===== src/rtl/mult_rs_if.sv =====
// mult_rs_if
// Bundles the reservation-station traffic for the multiply unit: the issue
// port from the front end, the common data bus broadcast, the busy
// indication from the multiplier, and the registered dispatch payload.
//
// Signals:
//   flush                         discard every held entry and pending dispatch
//   issue_valid/operand/depvals/deptags/depready/wbs/flags/robid
//                                 instruction offered for insertion
//   rs_full, rs_count             occupancy (full is combinational)
//   cdb_valid/cdb_id/cdb_val      result broadcast used for operand wakeup
//   fu_busy                       multiplier cannot accept work
//   input_transmit                one-cycle dispatch strobe
//   operand/wbs/flags/depvals/robid  dispatch payload, held between dispatches
//
// Modports: master drives issue/cdb/busy/flush, slave is the station itself.

interface mult_rs_if #(
  parameter int ENTRIES = 4
);

  localparam int CNTW = $clog2(ENTRIES + 1);

  logic            flush;
  logic            issue_valid;
  logic [7:0]      issue_operand;
  logic [1:0][7:0] issue_depvals;
  logic [1:0][3:0] issue_deptags;
  logic [1:0]      issue_depready;
  logic [7:0]      issue_wbs;
  logic [7:0]      issue_flags;
  logic [3:0]      issue_robid;
  logic            rs_full;
  logic [CNTW-1:0] rs_count;
  logic            cdb_valid;
  logic [3:0]      cdb_id;
  logic [7:0]      cdb_val;
  logic            fu_busy;
  logic            input_transmit;
  logic [7:0]      operand;
  logic [7:0]      wbs;
  logic [7:0]      flags;
  logic [1:0][7:0] depvals;
  logic [3:0]      robid;

  modport master (
    output flush, issue_valid, issue_operand, issue_depvals, issue_deptags,
           issue_depready, issue_wbs, issue_flags, issue_robid,
           cdb_valid, cdb_id, cdb_val, fu_busy,
    input  rs_full, rs_count, input_transmit, operand, wbs, flags, depvals, robid
  );

  modport slave (
    input  flush, issue_valid, issue_operand, issue_depvals, issue_deptags,
           issue_depready, issue_wbs, issue_flags, issue_robid,
           cdb_valid, cdb_id, cdb_val, fu_busy,
    output rs_full, rs_count, input_transmit, operand, wbs, flags, depvals, robid
  );

endinterface


===== src/rtl/mult_rs.sv =====
// mult_rs
// Reservation station in front of the multiplier. Instructions are written
// into a free slot, wait until both source operands are valid (either at
// issue or through a CDB broadcast), and are dispatched oldest-first to the
// multiplier whenever it is idle. Each dispatch raises input_transmit for
// exactly one cycle while the payload registers hold the selected entry.
//
// Ports:
//   clk   sole clock, rising edge
//   rst   synchronous active-high reset, overrides everything
//   bus   mult_rs_if slave modport (issue, CDB, fu_busy, flush, dispatch)

module mult_rs #(
  parameter int ENTRIES = 4
) (
  input  logic     clk,
  input  logic     rst,
  mult_rs_if.slave bus
);

  localparam int IDXW = (ENTRIES > 1) ? $clog2(ENTRIES) : 1;
  localparam int CNTW = $clog2(ENTRIES + 1);

  logic [ENTRIES-1:0] r_valid;
  logic [7:0]         r_operand [ENTRIES];
  logic [1:0][7:0]    r_val     [ENTRIES];
  logic [1:0][3:0]    r_tag     [ENTRIES];
  logic [1:0]         r_rdy     [ENTRIES];
  logic [7:0]         r_wbs     [ENTRIES];
  logic [7:0]         r_flags   [ENTRIES];
  logic [3:0]         r_robid   [ENTRIES];
  logic [IDXW-1:0]    r_age     [ENTRIES];
  logic [CNTW-1:0]    r_count;

  logic               r_transmit;
  logic [7:0]         r_outOperand;
  logic [7:0]         r_outWbs;
  logic [7:0]         r_outFlags;
  logic [1:0][7:0]    r_outDepvals;
  logic [3:0]         r_outRobid;

  logic               w_full;
  logic               w_issue;
  logic [IDXW-1:0]    w_freeIdx;
  logic [ENTRIES-1:0] w_cand;
  logic               w_anyCand;
  logic [IDXW-1:0]    w_selIdx;
  logic [IDXW-1:0]    w_bestAge;
  logic               w_dispatch;
  logic [1:0][7:0]    w_newVal;
  logic [1:0]         w_newRdy;
  logic [IDXW-1:0]    w_newAge;

  // Full looks only at the pre-edge valid bits, so a slot vacated by a
  // dispatch on this same edge cannot be refilled until the next edge.
  assign w_full  = &r_valid;
  assign w_issue = bus.issue_valid & ~w_full;

  // Walk from the top index down so the lowest free slot is the last one
  // written and therefore wins.
  always_comb begin
    w_freeIdx = '0;
    for (int i = ENTRIES - 1; i >= 0; i--) begin
      if (!r_valid[i]) begin
        w_freeIdx = IDXW'(i);
      end
    end
  end

  // An entry may dispatch once both sources were ready before this edge.
  // Among those, the lowest age rank (the oldest instruction) is chosen.
  // Age ranks of valid entries are always distinct, so there is no tie.
  always_comb begin
    w_cand    = '0;
    w_anyCand = 1'b0;
    w_selIdx  = '0;
    w_bestAge = '1;
    for (int i = 0; i < ENTRIES; i++) begin
      w_cand[i] = r_valid[i] & r_rdy[i][0] & r_rdy[i][1];
      if (w_cand[i] && (!w_anyCand || (r_age[i] < w_bestAge))) begin
        w_anyCand = 1'b1;
        w_selIdx  = IDXW'(i);
        w_bestAge = r_age[i];
      end
    end
  end

  // Blocking on r_transmit forces at least one idle cycle between two
  // dispatches, which is what gives the multiplier its two-cycle spacing.
  assign w_dispatch = ~bus.fu_busy & ~r_transmit & w_anyCand;

  // A source that is not ready at issue can still be satisfied by a CDB
  // broadcast arriving on the same edge; without this bypass the entry would
  // miss that broadcast forever.
  always_comb begin
    w_newVal = bus.issue_depvals;
    w_newRdy = bus.issue_depready;
    for (int s = 0; s < 2; s++) begin
      if (!bus.issue_depready[s] && bus.cdb_valid &&
          (bus.issue_deptags[s] == bus.cdb_id)) begin
        w_newVal[s] = bus.cdb_val;
        w_newRdy[s] = 1'b1;
      end
    end
  end

  // The new entry is the youngest. If an older entry leaves on the same
  // edge every rank shifts down by one, so the newcomer lands one lower.
  assign w_newAge = w_dispatch ? IDXW'(r_count - CNTW'(1)) : IDXW'(r_count);

  // Main state update. Reset clears everything including the payload;
  // flush drops all entries and any strobe but leaves the payload as it was.
  // Otherwise wakeup, dispatch and issue are all applied on the same edge:
  // they never touch the same slot, because issue only writes a slot that
  // was free before the edge while wakeup and dispatch only touch occupied ones.
  always_ff @(posedge clk) begin
    if (rst) begin
      r_valid      <= '0;
      r_count      <= '0;
      r_transmit   <= 1'b0;
      r_outOperand <= '0;
      r_outWbs     <= '0;
      r_outFlags   <= '0;
      r_outDepvals <= '0;
      r_outRobid   <= '0;
      for (int i = 0; i < ENTRIES; i++) begin
        r_operand[i] <= '0;
        r_val[i]     <= '0;
        r_tag[i]     <= '0;
        r_rdy[i]     <= '0;
        r_wbs[i]     <= '0;
        r_flags[i]   <= '0;
        r_robid[i]   <= '0;
        r_age[i]     <= '0;
      end
    end else if (bus.flush) begin
      r_valid    <= '0;
      r_count    <= '0;
      r_transmit <= 1'b0;
    end else begin
      r_transmit <= w_dispatch;
      r_count    <= r_count + CNTW'(w_issue) - CNTW'(w_dispatch);

      for (int i = 0; i < ENTRIES; i++) begin
        for (int s = 0; s < 2; s++) begin
          if (r_valid[i] && !r_rdy[i][s] && bus.cdb_valid &&
              (r_tag[i][s] == bus.cdb_id)) begin
            r_val[i][s] <= bus.cdb_val;
            r_rdy[i][s] <= 1'b1;
          end
        end
        if (w_dispatch && r_valid[i] && (r_age[i] > w_bestAge)) begin
          r_age[i] <= r_age[i] - IDXW'(1);
        end
      end

      if (w_dispatch) begin
        r_valid[w_selIdx] <= 1'b0;
        r_outOperand      <= r_operand[w_selIdx];
        r_outWbs          <= r_wbs[w_selIdx];
        r_outFlags        <= r_flags[w_selIdx];
        r_outDepvals      <= r_val[w_selIdx];
        r_outRobid        <= r_robid[w_selIdx];
      end

      if (w_issue) begin
        r_valid[w_freeIdx]   <= 1'b1;
        r_operand[w_freeIdx] <= bus.issue_operand;
        r_val[w_freeIdx]     <= w_newVal;
        r_tag[w_freeIdx]     <= bus.issue_deptags;
        r_rdy[w_freeIdx]     <= w_newRdy;
        r_wbs[w_freeIdx]     <= bus.issue_wbs;
        r_flags[w_freeIdx]   <= bus.issue_flags;
        r_robid[w_freeIdx]   <= bus.issue_robid;
        r_age[w_freeIdx]     <= w_newAge;
      end
    end
  end

  assign bus.rs_full        = w_full;
  assign bus.rs_count       = r_count;
  assign bus.input_transmit = r_transmit;
  assign bus.operand        = r_outOperand;
  assign bus.wbs            = r_outWbs;
  assign bus.flags          = r_outFlags;
  assign bus.depvals        = r_outDepvals;
  assign bus.robid          = r_outRobid;

endmodule


===== src/flat_wrapper.sv =====
// flat-port wrapper written by rule: the top's interface ports become plain ports
module mult_rs_flat 
#(
  parameter int ENTRIES = 4
)
  (clk, rst, bus_flush, bus_issue_valid, bus_issue_operand, bus_issue_depvals, bus_issue_deptags, bus_issue_depready, bus_issue_wbs, bus_issue_flags, bus_issue_robid, bus_cdb_valid, bus_cdb_id, bus_cdb_val, bus_fu_busy, bus_rs_full, bus_rs_count, bus_input_transmit, bus_operand, bus_wbs, bus_flags, bus_depvals, bus_robid);
  mult_rs_if #(.ENTRIES(ENTRIES)) bus_i ();
  input  logic clk;
  input  logic rst;
  input wire logic [$bits(bus_i.flush)-1:0] bus_flush;
  input wire logic [$bits(bus_i.issue_valid)-1:0] bus_issue_valid;
  input wire logic [$bits(bus_i.issue_operand)-1:0] bus_issue_operand;
  input wire logic [$bits(bus_i.issue_depvals)-1:0] bus_issue_depvals;
  input wire logic [$bits(bus_i.issue_deptags)-1:0] bus_issue_deptags;
  input wire logic [$bits(bus_i.issue_depready)-1:0] bus_issue_depready;
  input wire logic [$bits(bus_i.issue_wbs)-1:0] bus_issue_wbs;
  input wire logic [$bits(bus_i.issue_flags)-1:0] bus_issue_flags;
  input wire logic [$bits(bus_i.issue_robid)-1:0] bus_issue_robid;
  input wire logic [$bits(bus_i.cdb_valid)-1:0] bus_cdb_valid;
  input wire logic [$bits(bus_i.cdb_id)-1:0] bus_cdb_id;
  input wire logic [$bits(bus_i.cdb_val)-1:0] bus_cdb_val;
  input wire logic [$bits(bus_i.fu_busy)-1:0] bus_fu_busy;
  output wire logic [$bits(bus_i.rs_full)-1:0] bus_rs_full;
  output wire logic [$bits(bus_i.rs_count)-1:0] bus_rs_count;
  output wire logic [$bits(bus_i.input_transmit)-1:0] bus_input_transmit;
  output wire logic [$bits(bus_i.operand)-1:0] bus_operand;
  output wire logic [$bits(bus_i.wbs)-1:0] bus_wbs;
  output wire logic [$bits(bus_i.flags)-1:0] bus_flags;
  output wire logic [$bits(bus_i.depvals)-1:0] bus_depvals;
  output wire logic [$bits(bus_i.robid)-1:0] bus_robid;
  assign bus_i.flush = bus_flush;
  assign bus_i.issue_valid = bus_issue_valid;
  assign bus_i.issue_operand = bus_issue_operand;
  assign bus_i.issue_depvals = bus_issue_depvals;
  assign bus_i.issue_deptags = bus_issue_deptags;
  assign bus_i.issue_depready = bus_issue_depready;
  assign bus_i.issue_wbs = bus_issue_wbs;
  assign bus_i.issue_flags = bus_issue_flags;
  assign bus_i.issue_robid = bus_issue_robid;
  assign bus_i.cdb_valid = bus_cdb_valid;
  assign bus_i.cdb_id = bus_cdb_id;
  assign bus_i.cdb_val = bus_cdb_val;
  assign bus_i.fu_busy = bus_fu_busy;
  assign bus_rs_full = bus_i.rs_full;
  assign bus_rs_count = bus_i.rs_count;
  assign bus_input_transmit = bus_i.input_transmit;
  assign bus_operand = bus_i.operand;
  assign bus_wbs = bus_i.wbs;
  assign bus_flags = bus_i.flags;
  assign bus_depvals = bus_i.depvals;
  assign bus_robid = bus_i.robid;
  mult_rs #(.ENTRIES(ENTRIES)) u_core (.clk(clk), .rst(rst), .bus(bus_i));
endmodule

===== config.mk =====
export PLATFORM = sky130hd
export DESIGN_NAME = mult_rs_flat
export DESIGN_NICKNAME = d
export VERILOG_FILES = /design/src/rtl/mult_rs_if.sv /design/src/rtl/mult_rs.sv /design/src/flat_wrapper.sv
export SDC_FILE = /design/constraint.sdc
export NUM_CORES = 1
export LEC_CHECK = 0
export BUFFER_PORTS_ARGS = -buffer_cell sky130_fd_sc_hd__buf_2
export CAP_MARGIN = 20
export CORE_MARGIN = 5
export CORE_UTILIZATION = 60
export CTS_BUF_LIST = sky130_fd_sc_hd__clkbuf_4 sky130_fd_sc_hd__clkbuf_8
export CTS_CLUSTER_DIAMETER = 150
export CTS_CLUSTER_SIZE = 10
export DETAILED_ROUTE_END_ITERATION = 12
export PLACE_DENSITY = 0.8
export SYNTH_ARGS = -nofsm -noshare
export SYNTH_HDL_FRONTEND = slang
export SYNTH_SLANG_ARGS = --single-unit
export TNS_END_PERCENT = 30

===== constraint.sdc =====
create_clock -name clk -period 3.8 [get_ports clk]
set_input_delay 0.76 -clock clk [delete_from_list [all_inputs] [get_ports clk]]
set_output_delay 0.76 -clock clk [all_outputs]
set_load 0.01 [all_outputs]

* Word level (Yosys, flattened, before mapping)
Memory sizes are Yosys's and may differ from the RTL's. A register that Yosys moved wholly into a read port is not among the register bits. Cells that the tools add are included.
Storage, ports and cells: register bits after elaboration 8, RAM bits 224, input bits 72, output and inout bits 49, memories 8
Memories:
- u_core.r_val | depth 4, width 16, rd ports 1, clocked after Yosys merged registers in 1, write ports 5, RTL line mult_rs.sv:26 | logic [1:0][7:0] r_val [ENTRIES];
- u_core.r_flags | depth 4, width 8, rd ports 1, clocked after Yosys merged registers in 1, write ports 4, RTL line mult_rs.sv:30 | logic [7:0] r_flags [ENTRIES];
- u_core.r_operand | depth 4, width 8, rd ports 1, clocked after Yosys merged registers in 1, write ports 4, RTL line mult_rs.sv:25 | logic [7:0] r_operand [ENTRIES];
- u_core.r_tag | depth 4, width 8, rd ports 4, clocked after Yosys merged registers in 0, write ports 4, RTL line mult_rs.sv:27 | logic [1:0][3:0] r_tag [ENTRIES];
- u_core.r_wbs | depth 4, width 8, rd ports 1, clocked after Yosys merged registers in 1, write ports 4, RTL line mult_rs.sv:29 | logic [7:0] r_wbs [ENTRIES];
- u_core.r_robid | depth 4, width 4, rd ports 1, clocked after Yosys merged registers in 1, write ports 4, RTL line mult_rs.sv:31 | logic [3:0] r_robid [ENTRIES];
- +2 memories
Operators by class: $add $sub $neg 7, $lt $le $gt $ge 11, equality and inequality tests 10, multiplexer cells 117, bitwise operators 38, reductions and logical operators 65
Operators by type and width (count):
- two-way mux 8 bit | 14
- two-way mux 1 bit | 76
- logical AND 1 bit | 41
- equality test 4 bit | 10
- two-way mux 2 bit | 20
- OR reduction 8 bit | 4
- two-way mux 4 bit | 5
- OR 1 bit | 20
- logical NOT 1 bit | 13
- AND 1 bit | 11
- subtractor 2 x 1 -> 2 bit, second input constant | 5
- greater-than comparator 2 bit | 4
- less-than comparator 2 bit | 3
- less-than comparator 2 x 3 -> 1 bit, second input constant | 2
- AND 4 bit | 1
- demux 1 bit (select 2 bit) | 2
- >= comparator 2 x 1 -> 1 bit, second input constant | 2
- inverter 1 bit | 4
- inverter 4 bit | 1
- OR 4 bit | 1
- AND reduction 4 bit | 1
- OR reduction 4 bit | 1
- adder 3 x 1 -> 3 bit | 1
- logical OR 1 bit | 3
- other kinds (3) | 3

* Longest topological paths before layout
Gate-level depths: netlist of run 1. An unclocked memory read counts as a cell.
word-level depth 27, depth in mapped cells 16, mapped depth without buffers 13

* Least setup slack after synthesis of run 1
Ideal clock, no wire load.
kind flip-flop to flip-flop, start register u_core.r_valid[1], end memory u_core.r_age[3][1] in the netlist's numbering, data pin, setup time 0.150 ns, arrival time 3.313 ns, setup slack 0.337 ns, stages on the path, launching flop included 17, buffers on the path 3, period minus slack after synthesis 3.463 ns, path through dfxtp_1 buf_2 and4b_1 or2_1 a221oi_2 o21ai_1 a21o_1 buf_2 buf_1 o221ai_1 o21ai_0 ha_1 inv_1 a21oi_1 or3_1 or3_1 o22ai_2
RTL lines:
- start: declaration | RTL line mult_rs.sv:24 | logic [ENTRIES-1:0] r_valid;
- start signal: assignment | RTL line mult_rs.sv:118 | r_valid <= '0;
- start signal: assignment | RTL line mult_rs.sv:137 | r_valid <= '0;
- start signal: indexed assignment | RTL line mult_rs.sv:158 | r_valid[w_selIdx] <= 1'b0;
- end: declaration | RTL line mult_rs.sv:32 | logic [IDXW-1:0] r_age [ENTRIES];

==> flow_summary.toml, run 1 <==
[outcome]
outcome = "finished, final reports clean"

[critical_path]
end_kind = "flip-flop"
crit_family = "simple AND/OR/NAND/NOR gates"
crit_chain = "and4b_1, or2_1, a221oi_2, o21ai_1, a21o_1, o221ai_1, o21ai_0, ha_1, inv_1, a21oi_1, or3_1, or3_1, o22ai_2"
worst-setup-path-type = "flip-flop to flip-flop"
crit_path_top_delay_cell = "edfxtp_1"
cp.arrival_ns = 3.99
cp.required_ns = 4.24
start_kind = "flip-flop"
critPathMaxFanout = 6
crit_top_cell = "or3_1"
slowest_delay_ns = 0.46
cp.buffers_inverters = 1

[power_and_ir_drop]
powerDensity_nw_per_um2 = 414
p_total_uw = 5820
peakVddDrop_uv = 297
p_leak_uw = 0.00594

[routing]
avgRoutedWirePerCell_um = 21.5
ant_nets = 0
initialDrtViolationCount = 954
dr.pass1.iters = 6
route.detailed.drc = 0
vias_per_cell = 6.19
vias = 9270
wirelength_mm = 32.2

[sta]
relSlewSlack = 0.381
fin_crit_ns = 3.56
skew_ns = 0.0246
max_freq_mhz = 281
worst_pin_slew_ns = 0.929
period_share = 0.936
layout_setup_ws_ns = 0.244
hold_viol = 0
rsz0062_at_grt = "no"
slew_viol_final = 0
setup_viol = 0
tns_ns = 0

[clock_tree]
cts_resized = 0
clk_pin_slew_ns = 0.08
post_cts_hold_buffer_count = 0
cts_buffer_depth = 3
cts_post_setup_buffers_inserted = 0
cts-htree-levels = 1
cts_tree = "done"
cts_sinks = 276
cts_buffers = 31
cts_root_buf = "clkbuf_8"
clock_latency_ns = 0.59

[cells_and_area]
n_antenna_cell = 0
fin_nets = 1277
multiInputGateArea_um2 = 4340
final_core_util = 0.675
stdcell_count = 1497
layout-drive-gt1-share = 0.174
fillers = 1579
regArea_um2 = 7710
mostFrequentLayoutCells = "edfxtp_1, nor2_1, buf_2"
final_common_cell = "edfxtp_1"
area_delta_synth_final_pct = 11.9

[synth]
synth_seq_cells = 276
yosysWarnings = 0
yosys.area_share.simple = 0.113
synth_fp_nets = 1182
ys_seq_area_frac = 0.613
synth_enable_flop_cells = 218
ys.flop_type = "edfxtp_1"
synth_cells = 1103
synthXorXnorAreaFrac = 0.0314
synth_compound_area_frac = 0.153
synthAdderAreaFrac = 0.0108
synthMuxAreaShare = 0.0350
synth_top_family_by_area = "compound AO/OA/AOI/OAI gates"
yosysUniqueCellTypes = 60
syn_avg_cell_area_um2 = 11.4
syn-cell-area_um2 = 12600
synth-async-reset-ratio = 0

[floorplan]
die_w_um = 155
initial_core_util = 0.604
placementRows = 53
io_pins = 121
dieArea_um2 = 23900
die_y_um = 155
core_area_um2 = 20800

[place]
pre_cts_ws_ns = 0.281
dp_cells = 1440
place_congestion = 0.923
io_buffers = 120
dp_hpwl_mm = 20.6

[global_route]
grt_start_max_net_pins = 64
grt_pass1_vias = 9269
grt_use_total = 0.264
grt-ovfl-total = 0
antenna_found_initial = 0
grt_first_pass_wirelength_mm = 50.0

[job]
cap_violations = 0

[min_path]
worstHoldPathType = "flip-flop to flip-flop"
[report_power, final]
part,switching (µW),internal (µW)
Clock,1020,1060
Sequential,40.2,3350
Combinational,227,117
[final cells by class]
class,count,area share
clock buffer,55,0.0432
clock inverter,2,0.00267
inverter,62,0.0166
multi-input combinational,689,0.309
sequential,276,0.548
tap,275,0.0245
timing repair buffer,138,0.0559
[per-stage QoR]
step	hold WS, ns	area (µm²)
floorplan	0.498	12600
detailed placement	0.491	13400
finish	0.499	14100
global placement	0.486	13400
CTS	0.483	14100
global route	0.513	14100
[per-layer routing]
metal | GRT usage | vias to the layer above | part of all wire
li1 | - | 4207 | -
met1 | 0.338 | 4528 | 0.38
met2 | 0.456 | 450 | 0.50
met3 | 0.0422 | 85 | 0.090
met4 | 0.0946 | 0 | 0.033
met5 | 0 | - | 0
[tightest hold or removal path, delay by kind of cell (launching register included)]
| family | cells | cell delay (ns) |
|---|---|---|
| flip-flops | 1 | 0.31 |
| AO/OA/AOI/OAI | 1 | 0.05 |
| AND/OR/NAND/NOR | 1 | 0.09 |
[worst paths after layout]
kind | cells past startpoint | endpoint | from | slack (ns)
max | 13 | u_core.r_age[3][1] | u_core.r_age[1][1] | 0.24
min | 2 | u_core.bus.depvals[4] | u_core.bus.depvals[4] | 0.50
max reg2reg | 13 | u_core.r_age[3][1] | u_core.r_age[1][1] | 0.24
min reg2reg | 2 | u_core.bus.depvals[4] | u_core.bus.depvals[4] | 0.50
[registers in the layout (all words and copies together), names as in the netlist]
register and count:
u_core.r_val 64, u_core.r_flags 32, u_core.r_operand 32, u_core.r_tag 32, u_core.r_wbs 32, u_core.bus.depvals 16, u_core.r_robid 16, u_core.bus.flags 8
u_core.bus.operand 8, u_core.bus.wbs 8, u_core.r_age 8, u_core.r_rdy 8, u_core.bus.robid 4, u_core.r_valid 4, u_core.bus.rs_count 3, u_core.bus.input_transmit 1
[synthesized netlist by cell type (5+ instances only)]
cell / n / area, µm²
a211oi_1: 45 / 338
a21oi_1: 55 / 275
a22o_1: 64 / 561
a2bb2oi_1: 20 / 175
buf_1: 10 / 37.5
buf_2: 15 / 75.1
clkbuf_1: 47 / 176
dfxtp_1: 58 / 1160
edfxtp_1: 218 / 6550
ha_1: 6 / 75.1
inv_1: 61 / 229
mux2i_1: 44 / 440
nand2_1: 86 / 323
nand3_1: 5 / 25.0
nand4_1: 10 / 62.6
nor2_1: 177 / 664
nor2b_1: 6 / 37.5
nor3_1: 5 / 25.0
o211ai_1: 27 / 203
o21ai_0: 13 / 65.1
o21ai_1: 5 / 25.0
o22ai_1: 13 / 81.3
or2_2: 5 / 31.3
or3_1: 11 / 68.8
xnor2_1: 34 / 298
xor2_1: 11 / 96.3
[kinds of logic after synthesis]
group           Yosys count
fa+ha+maj                11
buf+inv                 138
flops                   276
compound gates          262
simple gates            327
mux                      44
xor+xnor                 45
No activity file was read; power rests on OpenSTA's default activity.
==> run 2, diff against run 1 <==
--- a/config.mk
+++ b/config.mk
@@ -7,13 +7,15 @@
 export LEC_CHECK = 0
 export BUFFER_PORTS_ARGS = -buffer_cell sky130_fd_sc_hd__buf_2
 export CAP_MARGIN = 20
+export CELL_PAD_IN_SITES_DETAIL_PLACEMENT = 0
+export CELL_PAD_IN_SITES_GLOBAL_PLACEMENT = 1
 export CORE_MARGIN = 5
-export CORE_UTILIZATION = 60
+export CORE_UTILIZATION = 49
 export CTS_BUF_LIST = sky130_fd_sc_hd__clkbuf_4 sky130_fd_sc_hd__clkbuf_8
 export CTS_CLUSTER_DIAMETER = 150
 export CTS_CLUSTER_SIZE = 10
 export DETAILED_ROUTE_END_ITERATION = 12
-export PLACE_DENSITY = 0.8
+export PLACE_DENSITY = 0.81
 export SYNTH_ARGS = -nofsm -noshare
 export SYNTH_HDL_FRONTEND = slang
 export SYNTH_SLANG_ARGS = --single-unit
==> flow_summary.toml, run 2 (same netlist as run 1, synthesis figures left out) <==
[place]
io_buffers = 120
place_congestion = 0.888
dp_hpwl_mm = 20.2
dp_cells = 1496

[power_and_ir_drop]
p_leak_uw = 0.00594
powerDensity_nw_per_um2 = 414
peakVddDrop_uv = 354
p_total_uw = 5850

[min_path]
hold_start = "bus_issue_flags[6]"
worstHoldPathType = "primary input to flip-flop"

[clock_tree]
cts_root_buf = "clkbuf_8"
cts_post_setup_buffers_inserted = 0
cts_resized = 0
cts_buffer_depth = 3
cts_buffers = 31
cts_sinks = 276
clock_latency_ns = 0.61
post_cts_hold_buffer_count = 0
cts_tree = "done"
clk_pin_slew_ns = 0.08
cts-htree-levels = 1

[cells_and_area]
fin_nets = 1278
fillers = 2232
stdcell_count = 1554
final_common_cell = "edfxtp_1"
area_delta_synth_final_pct = 12.3
mostFrequentLayoutCells = "edfxtp_1, nor2_1, buf_2"
final_core_util = 0.559
n_antenna_cell = 0
layout-drive-gt1-share = 0.175
regMostFlops = "u_core.r_val"
largest_reg_flops = 64

[global_route]
grt_use_total = 0.220
antenna_found_initial = 0
grt_pass1_vias = 8751
grt-ovfl-total = 0
grt_first_pass_wirelength_mm = 49.6
grt_start_max_net_pins = 65

[critical_path]
cp.required_ns = 4.09
cp.arrival_ns = 3.85
critPathMaxFanout = 5
r2r_end = "u_core.r_age[3][1]"
end_kind = "flip-flop"
r2r_start = "u_core.r_age[0][1]"
r2r_slack_ns = 0.24
cp-startpoint = "u_core.r_age[0][1]"
worst-setup-path-type = "flip-flop to flip-flop"
crit_end = "u_core.r_age[3][1]"
rr_worst_depth = 11
start_kind = "flip-flop"

[floorplan]
core_area_um2 = 25300
initial_core_util = 0.498
die_y_um = 170
placementRows = 58
io_pins = 121
die_w_um = 170
dieArea_um2 = 28900

[routing]
dr.pass1.iters = 7
avgRoutedWirePerCell_um = 20.8
vias_per_cell = 5.76
route.detailed.drc = 0
ant_nets = 0
vias = 8951
wirelength_mm = 32.3
initialDrtViolationCount = 768

[sta]
period_share = 0.938
worst_pin_slew_ns = 0.916
skew_ns = 0.0328
relSlewSlack = 0.387
setup_viol = 0
holdWs_ns = 0.486
rsz0062_at_grt = "no"
fin_crit_ns = 3.56
max_freq_mhz = 281
hold_viol = 0
tns_ns = 0
slew_viol_final = 0

[outcome]
outcome = "finished, final reports clean"

[job]
cap_violations = 0
run 2: changes by cell type in the layout (fill, tap and decap cells not counted), sizes merged:
cell	before	now
inv	61	62
clkbuf	55	56
buf	138	139
clkinvlp	1	0
run 2: stage by stage:
stage               area [µm²]  setup WS, ns
finish                   14100         0.235
global route             14100        0.0363
CTS                      14100         0.261
detailed placement       13500         0.277
global placement         13500         0.356
floorplan                12600         0.337
run 2: worst min path at each step:
stage | end | slack (ns) | depth (start not counted)
2_1_floorplan | u_core.r_valid[3] | 0.50 | 2
3_3_place_gp | u_core.bus.depvals[13] | 0.49 | 2
3_5_place_dp | u_core.bus.depvals[11] | 0.49 | 2
4_1_cts | u_core.r_flags[3][6] | 0.45 | 3
5_1_grt | u_core.r_operand[3][7] | 0.48 | 3
6_report | u_core.r_flags[3][6] | 0.49 | 3
run 2: critical path: stages, from the launching register on:
cell and delay (ns):
edfxtp_1 0.47, and4b_1 0.38, a32oi_1 0.17, a2111oi_1 0.61, a211oi_4 0.06, o221ai_1 0.17, o21ai_0 0.26, ha_1 0.29
inv_1 0.06, a21oi_1 0.05, or3_1 0.40, o21ai_0 0.31
run 2: where the power goes:
part           leakage, µW  switching [µW]  total [µW]  internal (µW)
combinational      0.00284             227         343            116
clock             0.000358            1040        2110           1080
sequential         0.00274            36.5        3390           3350
run 2: cell type report:
cell class | count | area, µm² | share of cell area
inverters | 62 | 234 | 0.0166
clock buffers | 56 | 614 | 0.0435
multi-input cells | 689 | 4340 | 0.307
clock inverters | 2 | 41.3 | 0.00292
well taps | 330 | 413 | 0.0292
flip-flops and latches | 276 | 7710 | 0.546
repair buffers | 139 | 768 | 0.0544
run 2: metal layers:
| metal | wire length (µm) | GRT usage | vias up | share of wire |
|---|---|---|---|---|
| li1 | - | - | 4198 | - |
| met1 | 13500 | 0.298 | 4369 | 0.42 |
| met2 | 15700 | 0.371 | 330 | 0.49 |
| met3 | 2350 | 0.0369 | 54 | 0.073 |
| met4 | 747 | 0.0580 | 0 | 0.023 |
| met5 | 0 | 0 | - | 0 |
==> run 3, diff against run 2 <==
--- a/config.mk
+++ b/config.mk
@@ -9,7 +9,7 @@
 export CAP_MARGIN = 20
 export CELL_PAD_IN_SITES_DETAIL_PLACEMENT = 0
 export CELL_PAD_IN_SITES_GLOBAL_PLACEMENT = 1
-export CORE_MARGIN = 5
+export CORE_MARGIN = 2
 export CORE_UTILIZATION = 49
 export CTS_BUF_LIST = sky130_fd_sc_hd__clkbuf_4 sky130_fd_sc_hd__clkbuf_8
 export CTS_CLUSTER_DIAMETER = 150
==> flow_summary.toml, run 3 (same netlist as run 1, synthesis figures left out) <==
[cells_and_area]
largest_reg_flops = 64
layout-drive-gt1-share = 0.176
final_common_cell = "edfxtp_1"
regMostFlops = "u_core.r_val"
fillers = 2153
n_antenna_cell = 0
area_delta_synth_final_pct = 12.6
fin_nets = 1279
mostFrequentLayoutCells = "edfxtp_1, nor2_1, buf_2"

[clock_tree]
post_cts_hold_buffer_count = 0
cts_resized = 0
clock_latency_ns = 0.60
clk_pin_slew_ns = 0.08
cts_tree = "done"
cts_post_setup_buffers_inserted = 0
cts-htree-levels = 1
cts_buffer_depth = 3
cts_sinks = 276
cts_root_buf = "clkbuf_8"
cts_buffers = 31

[sta]
relSlewSlack = 0.385
setup_viol = 0
slew_viol_final = 0
layout_setup_ws_ns = 0.313
skew_ns = 0.0195
period_share = 0.918
tns_ns = 0
rsz0062_at_grt = "no"
hold_viol = 0
worst_pin_slew_ns = 0.922
fin_crit_ns = 3.49
max_freq_mhz = 287

[global_route]
grt_first_pass_wirelength_mm = 49.8
grt_use_total = 0.243
antenna_found_initial = 0
grt_pass1_vias = 8728
grt-ovfl-total = 0
grt_start_max_net_pins = 64

[place]
io_buffers = 120
place_congestion = 0.868
pre_cts_ws_ns = 0.334
dp_hpwl_mm = 19.9

[floorplan]
die_y_um = 164
die_w_um = 164
placementRows = 58
dieArea_um2 = 26900
initial_core_util = 0.499
core_area_um2 = 25200
io_pins = 121

[critical_path]
cp.arrival_ns = 3.94
crit_top_cell = "or3_1"
end_kind = "flip-flop"
slowest_delay_ns = 0.62
worst-setup-path-type = "flip-flop to flip-flop"
cp.required_ns = 4.26
crit_path_top_delay_cell = "a2111oi_1"
crit_chain = "and4b_1, a32oi_1, a2111oi_1, a211oi_4, o221ai_1, o21ai_0, ha_1, inv_1, a21oi_1, or3_1, or3_1, o22ai_2"
start_kind = "flip-flop"
critPathMaxFanout = 5

[routing]
wirelength_mm = 32.4
vias_per_cell = 5.77
initialDrtViolationCount = 686
ant_nets = 0
vias = 8980
dr.pass1.iters = 5
avgRoutedWirePerCell_um = 20.8
route.detailed.drc = 0

[power_and_ir_drop]
p_leak_uw = 0.00596
powerDensity_nw_per_um2 = 414
peakVddDrop_uv = 342

[job]
cap_violations = 0

[outcome]
outcome = "finished, final reports clean"

[min_path]
worstHoldPathType = "primary input to flip-flop"
==> run 3: cell types whose count changed in the layout (fill, tap and decap cells not counted) <==
cell	delta
buf_12	+2
buf_4	-1
==> run 3: worst paths after layout <==
path,end,cells after the start,start,slack [ns]
max,u_core.r_age[3][1],12,u_core.r_age[0][1],0.31
min,u_core.r_flags[3][6],3,bus_issue_flags[6],0.48
max reg2reg,u_core.r_age[3][1],12,u_core.r_age[0][1],0.31
min reg2reg,u_core.bus.depvals[7],2,u_core.bus.depvals[7],0.50
==> run 3: through the flow <==
stage                     cell area, µm²  hold WS [ns]  cells  total power, µW  utilization
after floorplan                    12600         0.498   1103             3650            -
after global placement             13500         0.489   1497             3790        0.536
after detailed placement           13500         0.490   1497             3800        0.536
after CTS                          14100         0.439   1555             5900        0.562
after global routing               14100         0.476   1555             6050        0.562
final                              14100         0.476   1555             5850        0.562
==> run 3: power breakdown <==
group          total (µW)  internal, µW  switching [µW]  leakage (µW)
clock                2120          1080            1040      0.000358
combinational         345           117             227       0.00286
sequential           3390          3350            37.3       0.00274
total                5850          4550            1310       0.00596
==> run 3: area by class of cell <==
type / count / area, µm² / share of cell area
inverters: 62 / 234 / 0.0165
multi-input cells: 689 / 4340 / 0.307
clock buffers: 56 / 614 / 0.0434
flip-flops and latches: 276 / 7710 / 0.545
clock inverters: 2 / 41.3 / 0.00292
repair buffers: 140 / 801 / 0.0566
well taps: 330 / 413 / 0.0292
==> run 3: layer usage <==
layer	vias up	share of wire	track usage
met5	-	0	0
met4	0	0.021	0.0590
met3	53	0.070	0.0331
met2	330	0.49	0.419
met1	4389	0.42	0.325
li1	4208	-	-
==> run 3: worst max-delay path: cells and delay by family, from the launching register on <==
kind	cells	cell delay (ns)
buffers and inverters	1	0.06
AND/OR/NAND/NOR	3	1.13
AO/OA/AOI/OAI	7	1.42
adder cells (fa/ha/maj)	1	0.27
flip-flops	1	0.46
